[config.mk]
export PLATFORM = sky130hd
export DESIGN_NAME = alu_prog_seq
export DESIGN_NICKNAME = d
export VERILOG_FILES = /design/src/rtl/alu_prog_seq.sv
export SDC_FILE = /design/constraint.sdc
export NUM_CORES = 1
export LEC_CHECK = 0
export ABC_AREA = 1
export ABC_CLOCK_PERIOD_IN_PS = 3400
export BUFFER_PORTS_ARGS = -buffer_cell sky130_fd_sc_hd__buf_2
export CORE_UTILIZATION = 40
export CTS_CLUSTER_SIZE = 10
export DETAILED_ROUTE_END_ITERATION = 10
export PLACE_DENSITY = 0.56
export SYNTH_ARGS = -nofsm -noshare
export SYNTH_HDL_FRONTEND = slang
export SYNTH_SLANG_ARGS = --single-unit
[constraint.sdc]
create_clock -name clk -period 3.4 [get_ports clk]
set_clock_uncertainty 0.05 [all_clocks]
set_input_delay 0.85 -clock clk [delete_from_list [all_inputs] [get_ports clk]]
set_output_delay 0.85 -clock clk [all_outputs]
set_load 0.005 [all_outputs]
[src/rtl/alu_prog_seq.sv]
// Micro-program sequencer for the 8-bit ALU: holds a loadable {opcode, a, b} program,
// replays it one word per cycle, drains one cycle, then captures the ALU result z.
module alu_prog_seq #(
  parameter int DEPTH = 16,
  parameter int AW    = 4
) (
  input  logic          clk,
  input  logic          rst,
  input  logic          prog_we,
  input  logic [AW-1:0] prog_addr,
  input  logic [23:0]   prog_wdata,
  input  logic          start,
  input  logic [AW:0]   len,
  input  logic          abort,
  input  logic [7:0]    z,
  output logic [7:0]    opcode,
  output logic [7:0]    a,
  output logic [7:0]    b,
  output logic          busy,
  output logic          done,
  output logic [7:0]    result,
  output logic [AW-1:0] pc
);

  localparam logic [1:0] ST_IDLE  = 2'd0;
  localparam logic [1:0] ST_RUN   = 2'd1;
  localparam logic [1:0] ST_DRAIN = 2'd2;
  localparam logic [1:0] ST_DONE  = 2'd3;

  localparam logic [AW:0]   DEPTH_L = (AW+1)'(DEPTH);
  localparam logic [AW:0]   LEN_ONE = (AW+1)'(1'b1);
  localparam logic [AW-1:0] PC_ONE  = AW'(1'b1);
  localparam logic [AW-1:0] PC_ZERO = AW'(1'b0);

  logic [23:0]   mem_r [DEPTH];
  logic [1:0]    state_r;
  logic [AW:0]   len_r;
  logic [AW-1:0] pc_r;
  logic [7:0]    result_r;
  logic [23:0]   word_s;
  logic [AW:0]   len_clamped_s;
  logic          last_s;
  logic          mem_open_s;

  assign word_s        = mem_r[pc_r];
  assign len_clamped_s = (len > DEPTH_L) ? DEPTH_L : len;
  assign last_s        = ({1'b0, pc_r} == (len_r - LEN_ONE));
  assign mem_open_s    = (state_r == ST_IDLE) || (state_r == ST_DONE);

  // Program memory write port; writes are dropped while a run is in flight.
  always_ff @(posedge clk) begin
    if (prog_we && mem_open_s) begin
      mem_r[prog_addr] <= prog_wdata;
    end
  end

  // Sequencer state, program counter, stored length and captured result.
  always_ff @(posedge clk) begin
    if (rst) begin
      state_r  <= ST_IDLE;
      pc_r     <= PC_ZERO;
      len_r    <= {(AW+1){1'b0}};
      result_r <= 8'h00;
    end else begin
      case (state_r)
        ST_IDLE: begin
          if (start) begin
            if (len == {(AW+1){1'b0}}) begin
              state_r <= ST_DONE;
            end else begin
              len_r   <= len_clamped_s;
              pc_r    <= PC_ZERO;
              state_r <= ST_RUN;
            end
          end
        end
        ST_RUN: begin
          // abort wins over the last-instruction transition
          if (abort) begin
            state_r <= ST_IDLE;
            pc_r    <= PC_ZERO;
          end else if (last_s) begin
            state_r <= ST_DRAIN;
          end else begin
            pc_r <= pc_r + PC_ONE;
          end
        end
        ST_DRAIN: begin
          if (abort) begin
            state_r <= ST_IDLE;
            pc_r    <= PC_ZERO;
          end else begin
            result_r <= z;
            state_r  <= ST_DONE;
          end
        end
        ST_DONE: begin
          state_r <= ST_IDLE;
          pc_r    <= PC_ZERO;
        end
        default: begin
          state_r <= ST_IDLE;
          pc_r    <= PC_ZERO;
        end
      endcase
    end
  end

  // ALU drive: program word only while running, a nop opcode everywhere else.
  always_comb begin
    opcode = 8'h00;
    a      = 8'h00;
    b      = 8'h00;
    case (state_r)
      ST_RUN: begin
        opcode = abort ? 8'h00 : word_s[23:16];
        a      = word_s[15:8];
        b      = word_s[7:0];
      end
      default: begin
        opcode = 8'h00;
        a      = 8'h00;
        b      = 8'h00;
      end
    endcase
  end

  assign busy   = (state_r == ST_RUN) || (state_r == ST_DRAIN);
  assign done   = (state_r == ST_DONE);
  assign result = result_r;
  assign pc     = pc_r;

endmodule

==> run_results.csv, run 1 <==
group,metric,value,unit
status,status,"finished, final reports clean",
sta,finalSetupTns,0,ns
route,initialDrtViolationCount,1008,
layout,antenna-diode-count,0,
min_path,whs_path_depth,2,
logic_synthesis,synth_area_leaders,"sky130_fd_sc_hd__edfxtp_1, sky130_fd_sc_hd__nor2_1, sky130_fd_sc_hd__o21ai_0",
layout,multiInputGateArea,3830,sq um
route,remaining_drc_errors,0,
placement,placed_cell_area,17600,sq um
route,finalWirelength,43.2,mm
logic_synthesis,synth_seq_cells,407,
layout,n_fill_cell,3534,
power,p_per_area,691,nW/um^2
min_path,hp-start,"len_r[1]",
clocking,cts_post_setup_buffers_inserted,0,
layout,postLayoutCoreUtil,0.474,
global_routing,maximum_number_of_pins_on_one_net_before_global_route_repair,92,
route,routed-via-count,10700,
clocking,num_cts_buffers,47,
placement,globalplace.congestion,0.799,
worst_setup_path,crit_slowest_cell,"sky130_fd_sc_hd__dfxtp_4",
logic_synthesis,syn_avg_cell_area,12.8,sq um
route,drt.antenna.violating_nets,0,
worst_setup_path,critPathTopFamily,"compound AO/OA/AOI/OAI gates",
worst_setup_path,r2r-start,"state_r[0]",
global_routing,grt_first_pass_wirelength,65.8,mm
clocking,cts.sink_count,407,
clocking,cts-resized-gates,0,
clocking,clockRootBuffer,"sky130_fd_sc_hd__clkbuf_16",
sta,fin_hold_ws,0.420,ns
sta,setup_repair_after_global_routing_missed_its_margin,"false",
clocking,cts.hold.buffers_added,0,
layout,drive_above_1_share,0.149,
clocking,htree_levels,2,
worst_setup_path,rr_endpoint,"mem_r[10][9]",
clocking,clk_latency,0.56,ns
sta,finalCritPeriodShare,0.964,
logic_synthesis,yosys.cell_types.count,29,
route,drtPass1Iterations,5,
floorplan,die_area,41500,sq um
sta,timing.final.max_slew_violations,0,
min_path,class_of_the_worst_hold_path,"reg -> reg",
floorplan,start_util,0.407,
power,power.static_leakage,6.31,nW
layout,final_cell_area,18900,sq um
power,p_clk_frac,0.348,
global_routing,grt_pass1_vias,10400,
floorplan,num_io_pins,84,
floorplan,die_w,204,um
logic_synthesis,netlist_area,16300,sq um
min_path,min_delay_worst_endpoint,"len_r[1]",
logic_synthesis,synth.yosys.seq_area_share,0.738,
layout,final_common_cell,"sky130_fd_sc_hd__edfxtp_1",
power,switching_power,3.88,mW
worst_setup_path,reg2regPathDepth,6,
sta,worstMarginPinSlew,0.822,ns
layout,most-common-layout-cells,"sky130_fd_sc_hd__edfxtp_1, sky130_fd_sc_hd__nor2_1, sky130_fd_sc_hd__o21ai_0, sky130_fd_sc_hd__buf_2, sky130_fd_sc_hd__o211ai_1",
worst_setup_path,critPathArrivalTime,2.38,ns
worst_setup_path,worstPathBufferInverterCount,2,
layout,finish.cell_count_without_fillers,1928,
worst_setup_path,setup.worst_path.start_class,"flip-flop",
logic_synthesis,share_of_the_synthesized_area_in_the_top_cell_type,0.709,
logic_synthesis,synthesis.yosys.warnings,0,
worst_setup_path,worstPathMaxFanout,78,
logic_synthesis,cell_taking_the_most_area_after_synthesis,"sky130_fd_sc_hd__edfxtp_1",
power,sequentialPowerShare,0.442,
sta,min_period,3.28,ns
global_routing,track_usage,0.214,
route,routed_wire_length_per_instance,22.4,um
sta,max_freq,305,MHz
power,vdd_ir_drop_max,0.333,mV
placement,half_perimeter_wire_length_of_the_detailed_placement_result,24.6,mm
worst_setup_path,cpPeakStageDelay,0.50,ns
clocking,cts_buffer_depth,3,
worst_setup_path,worstPathRequired,2.50,ns
layout,seqCellArea,12000,sq um
clocking,cts_tree,"done",
floorplan,placementRows,73,
floorplan,fp.dieH,204,um
power,p_int,9.20,mW
logic_synthesis,postSynth.asyncResetShare,0,
worst_setup_path,cells_along_the_critical_path,"buf_12 > o21ai_0 > o221ai_1 > nand3_1 > a21oi_1 > buf_2",
floorplan,core-area,39900,sq um
layout,design.final.nets,1427,
global_routing,antenna_found_initial,0,
sta,timing_hold_violations_final,0,
layout,flow.area_growth_from_synthesis,16.5,%
sta,max-slew-margin-rel,0.451,
sta,finalSetupViolCount,0,
route,via_per_inst,5.53,
worst_setup_path,regToRegSetupSlack,0.82,ns
flow_run,cap_viol_max_count,0,
worst_setup_path,criticalPathCategory,"reg -> out",
placement,port_buffers,83,
logic_synthesis,number_of_enable_type_register_cells_in_the_synthesized_netlist,384,
power,p_comb_frac,0.210,
worst_setup_path,setup.worst_path.end_class,"output pin",
placement,dp_cells,1851,
clocking,clkSlewWorstSetupHoldPaths,0.05,ns
logic_synthesis,synthesis.instances,1275,
logic_synthesis,ys_flop_type,"sky130_fd_sc_hd__edfxtp_1",
global_routing,globalRoute.totalOverflow,0,
power,switching_share,0.297,
logic_synthesis,synthesis.nets,1327,
-- cells by family after synthesis --
family,share of synthesized area
xor+xnor,0.000539
fa+ha+maj,0.00462
simple gates,0.0954
compound gates,0.127
buf+inv,0.0344
flops,0.738
-- routing by layer --
layer,global-route usage,wire length (um)
met1,0.302,19400
met4,0.0628,1100
met5,0,0
met3,0.0326,2260
met2,0.341,20400
-- area by class of cell --
class / count / area share
clock buffer: 73 / 0.0678
clock inverter: 4 / 0.00330
inverter: 31 / 0.00641
multi-input combinational: 756 / 0.202
sequential: 407 / 0.634
tap: 525 / 0.0347
timing repair buffer: 132 / 0.0516
-- worst min-delay path: stages, from the launching register on --
cell                      delay [ns]
sky130_fd_sc_hd__dfxtp_1        0.31
sky130_fd_sc_hd__nand2_1        0.06
sky130_fd_sc_hd__a21oi_1        0.06
-- synthesized netlist by cell type, drive strengths merged (23+ instances only) --
library cell / instances
dfxtp: 23
o21ai: 222
edfxtp: 384
o221ai: 38
buf: 36
o211ai: 58
clkbuf: 45
nor2: 301
nand2: 41
nand3: 46
a21oi: 34
inv: 31
-- worst max-delay path by stage --
stage / endpoint / slack (ns) / cells after the start
6_report: opcode[4] / 0.12 / 6
5_1_grt: b[0] / 0.004 / 6
4_1_cts: opcode[4] / 0.05 / 7
3_5_place_dp: opcode[4] / 0.56 / 5
3_3_place_gp: opcode[4] / 0.54 / 5
2_1_floorplan: mem_r[0][0] / 0.71 / 4
-- power by group through the flow --
stage	sequential, mW	combinational (mW)	clock (mW)
2_1_floorplan	5.84	1.87	0
3_3_place_gp	5.87	2.73	0
3_5_place_dp	5.88	2.74	0
4_1_cts	5.78	2.75	4.65
5_1_grt	5.79	3.09	4.81
6_report	5.78	2.75	4.56
-- through the flow --
step | power (mW) | setup slack, ns
detailed placement | 8.62 | 0.556
finish | 13.1 | 0.121
CTS | 13.2 | 0.0545
floorplan | 7.70 | 0.709
global placement | 8.60 | 0.540
global route | 13.7 | 0.00414
-- flip-flops by register name (all words and copies together) (netlist names), named ones only --
signal   flops
len_r        5
mem_r      384
state_r      2
pc           4
result       8
Note: power is estimated with default switching activity, not from simulation.
==> run 2, diff against run 1 <==
Settings changed: ABC_AREA 1 to not set, CORE_UTILIZATION 40 to 25, PLACE_DENSITY 0.56 to 0.39.
==> run_results.csv, run 2 <==
group,metric,value,unit
logic_synthesis,synth.cells.most_frequent,"sky130_fd_sc_hd__edfxtp_1, sky130_fd_sc_hd__mux4_2, sky130_fd_sc_hd__and2_1",
route,routed-via-count,7654,
sta,max-slew-margin-rel,0.593,
power,switching_share,0.236,
min_path,hp-start,"result[2]",
sta,fin_hold_ws,0.398,ns
sta,finalCritPeriodShare,1.04,
logic_synthesis,synth_most_common_cell,"sky130_fd_sc_hd__edfxtp_1",
logic_synthesis,number_of_enable_type_register_cells_in_the_synthesized_netlist,384,
sta,timing.final.max_slew_violations,0,
worst_setup_path,crit_slowest_cell,"sky130_fd_sc_hd__mux4_2",
clocking,htree_levels,2,
layout,top_reg_by_flops,"mem_r",
logic_synthesis,netlist_area,15800,sq um
global_routing,antenna_found_initial,4,
floorplan,die_area,64300,sq um
global_routing,globalRoute.totalOverflow,0,
clocking,clockRootBuffer,"sky130_fd_sc_hd__clkbuf_16",
worst_setup_path,worstPathMaxFanout,4,
status,violated_checks,"setup timing",
logic_synthesis,synth_area_leaders,"sky130_fd_sc_hd__edfxtp_1, sky130_fd_sc_hd__mux4_2, sky130_fd_sc_hd__dfxtp_1",
power,power.static_leakage,6.08,nW
global_routing,maximum_number_of_pins_on_one_net_before_global_route_repair,57,
power,p_comb_frac,0.128,
global_routing,track_usage,0.134,
worst_setup_path,worstPathRequired,2.50,ns
global_routing,grt_first_pass_wirelength,60.3,mm
layout,most-common-layout-cells,"sky130_fd_sc_hd__edfxtp_1, sky130_fd_sc_hd__mux4_2, sky130_fd_sc_hd__buf_2, sky130_fd_sc_hd__clkbuf_16, sky130_fd_sc_hd__buf_4",
sta,timing_hold_violations_final,0,
power,p_int,9.17,mW
logic_synthesis,syn_avg_cell_area,22.1,sq um
floorplan,die_w,254,um
sta,finalSetupViolCount,24,
sta,worstMarginPinSlew,0.611,ns
floorplan,num_io_pins,84,
clocking,cts.sink_count,407,
logic_synthesis,synth_seq_cells,407,
placement,placed_cell_area,17600,sq um
logic_synthesis,synthesis.yosys.warnings,0,
layout,n_fill_cell,6055,
logic_synthesis,ys_flop_type,"sky130_fd_sc_hd__edfxtp_1",
logic_synthesis,cell_taking_the_most_area_after_synthesis,"sky130_fd_sc_hd__edfxtp_1",
floorplan,core-area,62200,sq um
logic_synthesis,postSynth.asyncResetShare,0,
layout,multiInputGateArea,3780,sq um
sta,max_freq,281,MHz
layout,design.final.nets,920,
logic_synthesis,synthesis.instances,717,
route,remaining_drc_errors,0,
clocking,cts_buffer_depth,3,
power,p_per_area,612,nW/um^2
power,vdd_ir_drop_max,0.351,mV
clocking,clk_latency,0.57,ns
logic_synthesis,synthesis.nets,769,
worst_setup_path,critPathArrivalTime,2.65,ns
placement,half_perimeter_wire_length_of_the_detailed_placement_result,22.3,mm
sta,finalWorstSetupSlack,-0.153,ns
min_path,class_of_the_worst_hold_path,"reg -> reg",
clocking,clkSlewWorstSetupHoldPaths,0.05,ns
global_routing,grt_pass1_vias,8071,
layout,seqCellArea,12000,sq um
layout,drive_above_1_share,0.393,
layout,largest_register_ffs,384,
worst_setup_path,r2r-start,"state_r[0]",
clocking,cts_tree,"done",
worst_setup_path,setup.worst_path.start_class,"flip-flop",
power,p_clk_frac,0.398,
layout,flow.area_growth_from_synthesis,23.9,%
power,sequentialPowerShare,0.474,
sta,setup_repair_after_global_routing_missed_its_margin,"true",
logic_synthesis,share_of_the_synthesized_area_in_the_top_cell_type,0.728,
route,routed_wire_length_per_instance,24.2,um
worst_setup_path,setup.worst_path.end_class,"output pin",
sta,min_period,3.55,ns
worst_setup_path,worstPathBufferInverterCount,4,
status,status,"complete, but fails checks",
worst_setup_path,cells_along_the_critical_path,"buf_12 > buf_12 > buf_16 > mux4_2 > mux4_2 > and2_4 > buf_6",
sta,finalSetupTns,-2.78,ns
floorplan,fp.dieH,254,um
worst_setup_path,critPathTopFamily,"multiplexers",
placement,globalplace.congestion,0.675,
power,switching_power,2.84,mW
floorplan,start_util,0.255,
clocking,num_cts_buffers,48,
route,drt.antenna.violating_nets,0,
flow_run,cap_viol_max_count,0,
route,drtPass1Iterations,4,
layout,final_common_cell,"sky130_fd_sc_hd__edfxtp_1",
route,via_per_inst,4.42,
layout,final_cell_area,19600,sq um
clocking,cts.hold.buffers_added,0,
worst_setup_path,criticalPathCategory,"reg -> out",
route,finalWirelength,41.9,mm
placement,port_buffers,83,
route,initialDrtViolationCount,549,
logic_synthesis,yosys.cell_types.count,40,
floorplan,placementRows,91,
logic_synthesis,synth.yosys.seq_area_share,0.757,
worst_setup_path,cpPeakStageDelay,0.51,ns
run 2: changes by cell type after synthesis, sizes merged, moves of 16 or more:
cell    previous run  this run
mux4               0       120
o21ai            222         1
nor2             301        21
o221ai            38         0
buf               36        20
and2               0        24
nand2             41        23
clkbuf            45        15
nand3             46         4
o211ai            58         3
a21oi             34        15
inv               31         6
run 2: worst min-delay path, stage by stage (launching register included):
cell,delay (ns)
sky130_fd_sc_hd__dfxtp_1,0.30
sky130_fd_sc_hd__nand2_1,0.05
sky130_fd_sc_hd__a21oi_1,0.05
run 2: power by group through the flow:
stage               logic, mW  registers (mW)  clock network, mW
finish                   1.53            5.70               4.78
global route             1.67            5.71               5.12
CTS                      1.56            5.70               4.94
detailed placement       1.26            5.80                  0
global placement         1.26            5.80                  0
floorplan               0.725            5.79                  0
run 2: cell families after synthesis:
logic type | after synthesis | share of synthesized area
AO/OA/AOI/OAI | 32 | 0.0142
multiplexers | 121 | 0.172
flip-flops | 407 | 0.757
buffers and inverters | 41 | 0.0137
XOR/XNOR | 5 | 0.00277
AND/OR/NAND/NOR | 105 | 0.0355
adder cells (fa/ha/maj) | 6 | 0.00474
run 2: final cells by class:
| class | instances | share of cell area |
|---|---|---|
| antenna | 2 | 0.000255 |
| sequential | 407 | 0.612 |
| clock inverter | 8 | 0.00721 |
| clock buffer | 68 | 0.0656 |
| inverter | 6 | 0.00115 |
| multi-input combinational | 269 | 0.193 |
| timing repair buffer | 136 | 0.0678 |
| tap | 837 | 0.0534 |
run 2: final timing paths:
path,end,slack (ns),cells after the start
setup / recovery,a[1],-0.15,7
hold / removal,result[2],0.40,2
setup reg to reg,mem_r[0][1],0.85,6
hold reg to reg,result[2],0.40,2
run 2: routing by layer:
metal  part of all wire  vias to the layer above  GRT usage
li1                   -                     3319          -
met3              0.054                       58     0.0282
met5            0.00033                        -          0
met1               0.47                     4081      0.192
met4              0.019                        2     0.0396
met2               0.46                      194      0.204
run 2: per-stage QoR:
step	std cells	total power, mW	setup slack (ns)	utilization
after floorplan	717	6.52	0.156	-
after global placement	1637	7.06	0.384	0.284
after detailed placement	1637	7.07	0.383	0.284
after CTS	1731	12.2	-0.236	0.316
after global routing	1731	12.5	-0.241	0.315
final	1733	12.0	-0.153	0.316
run 2: repair_timing:
item,CTS,global route
cloned,11,0
resized for setup,40,6
setup endpoints to repair,24,24
setup buffers,8,2
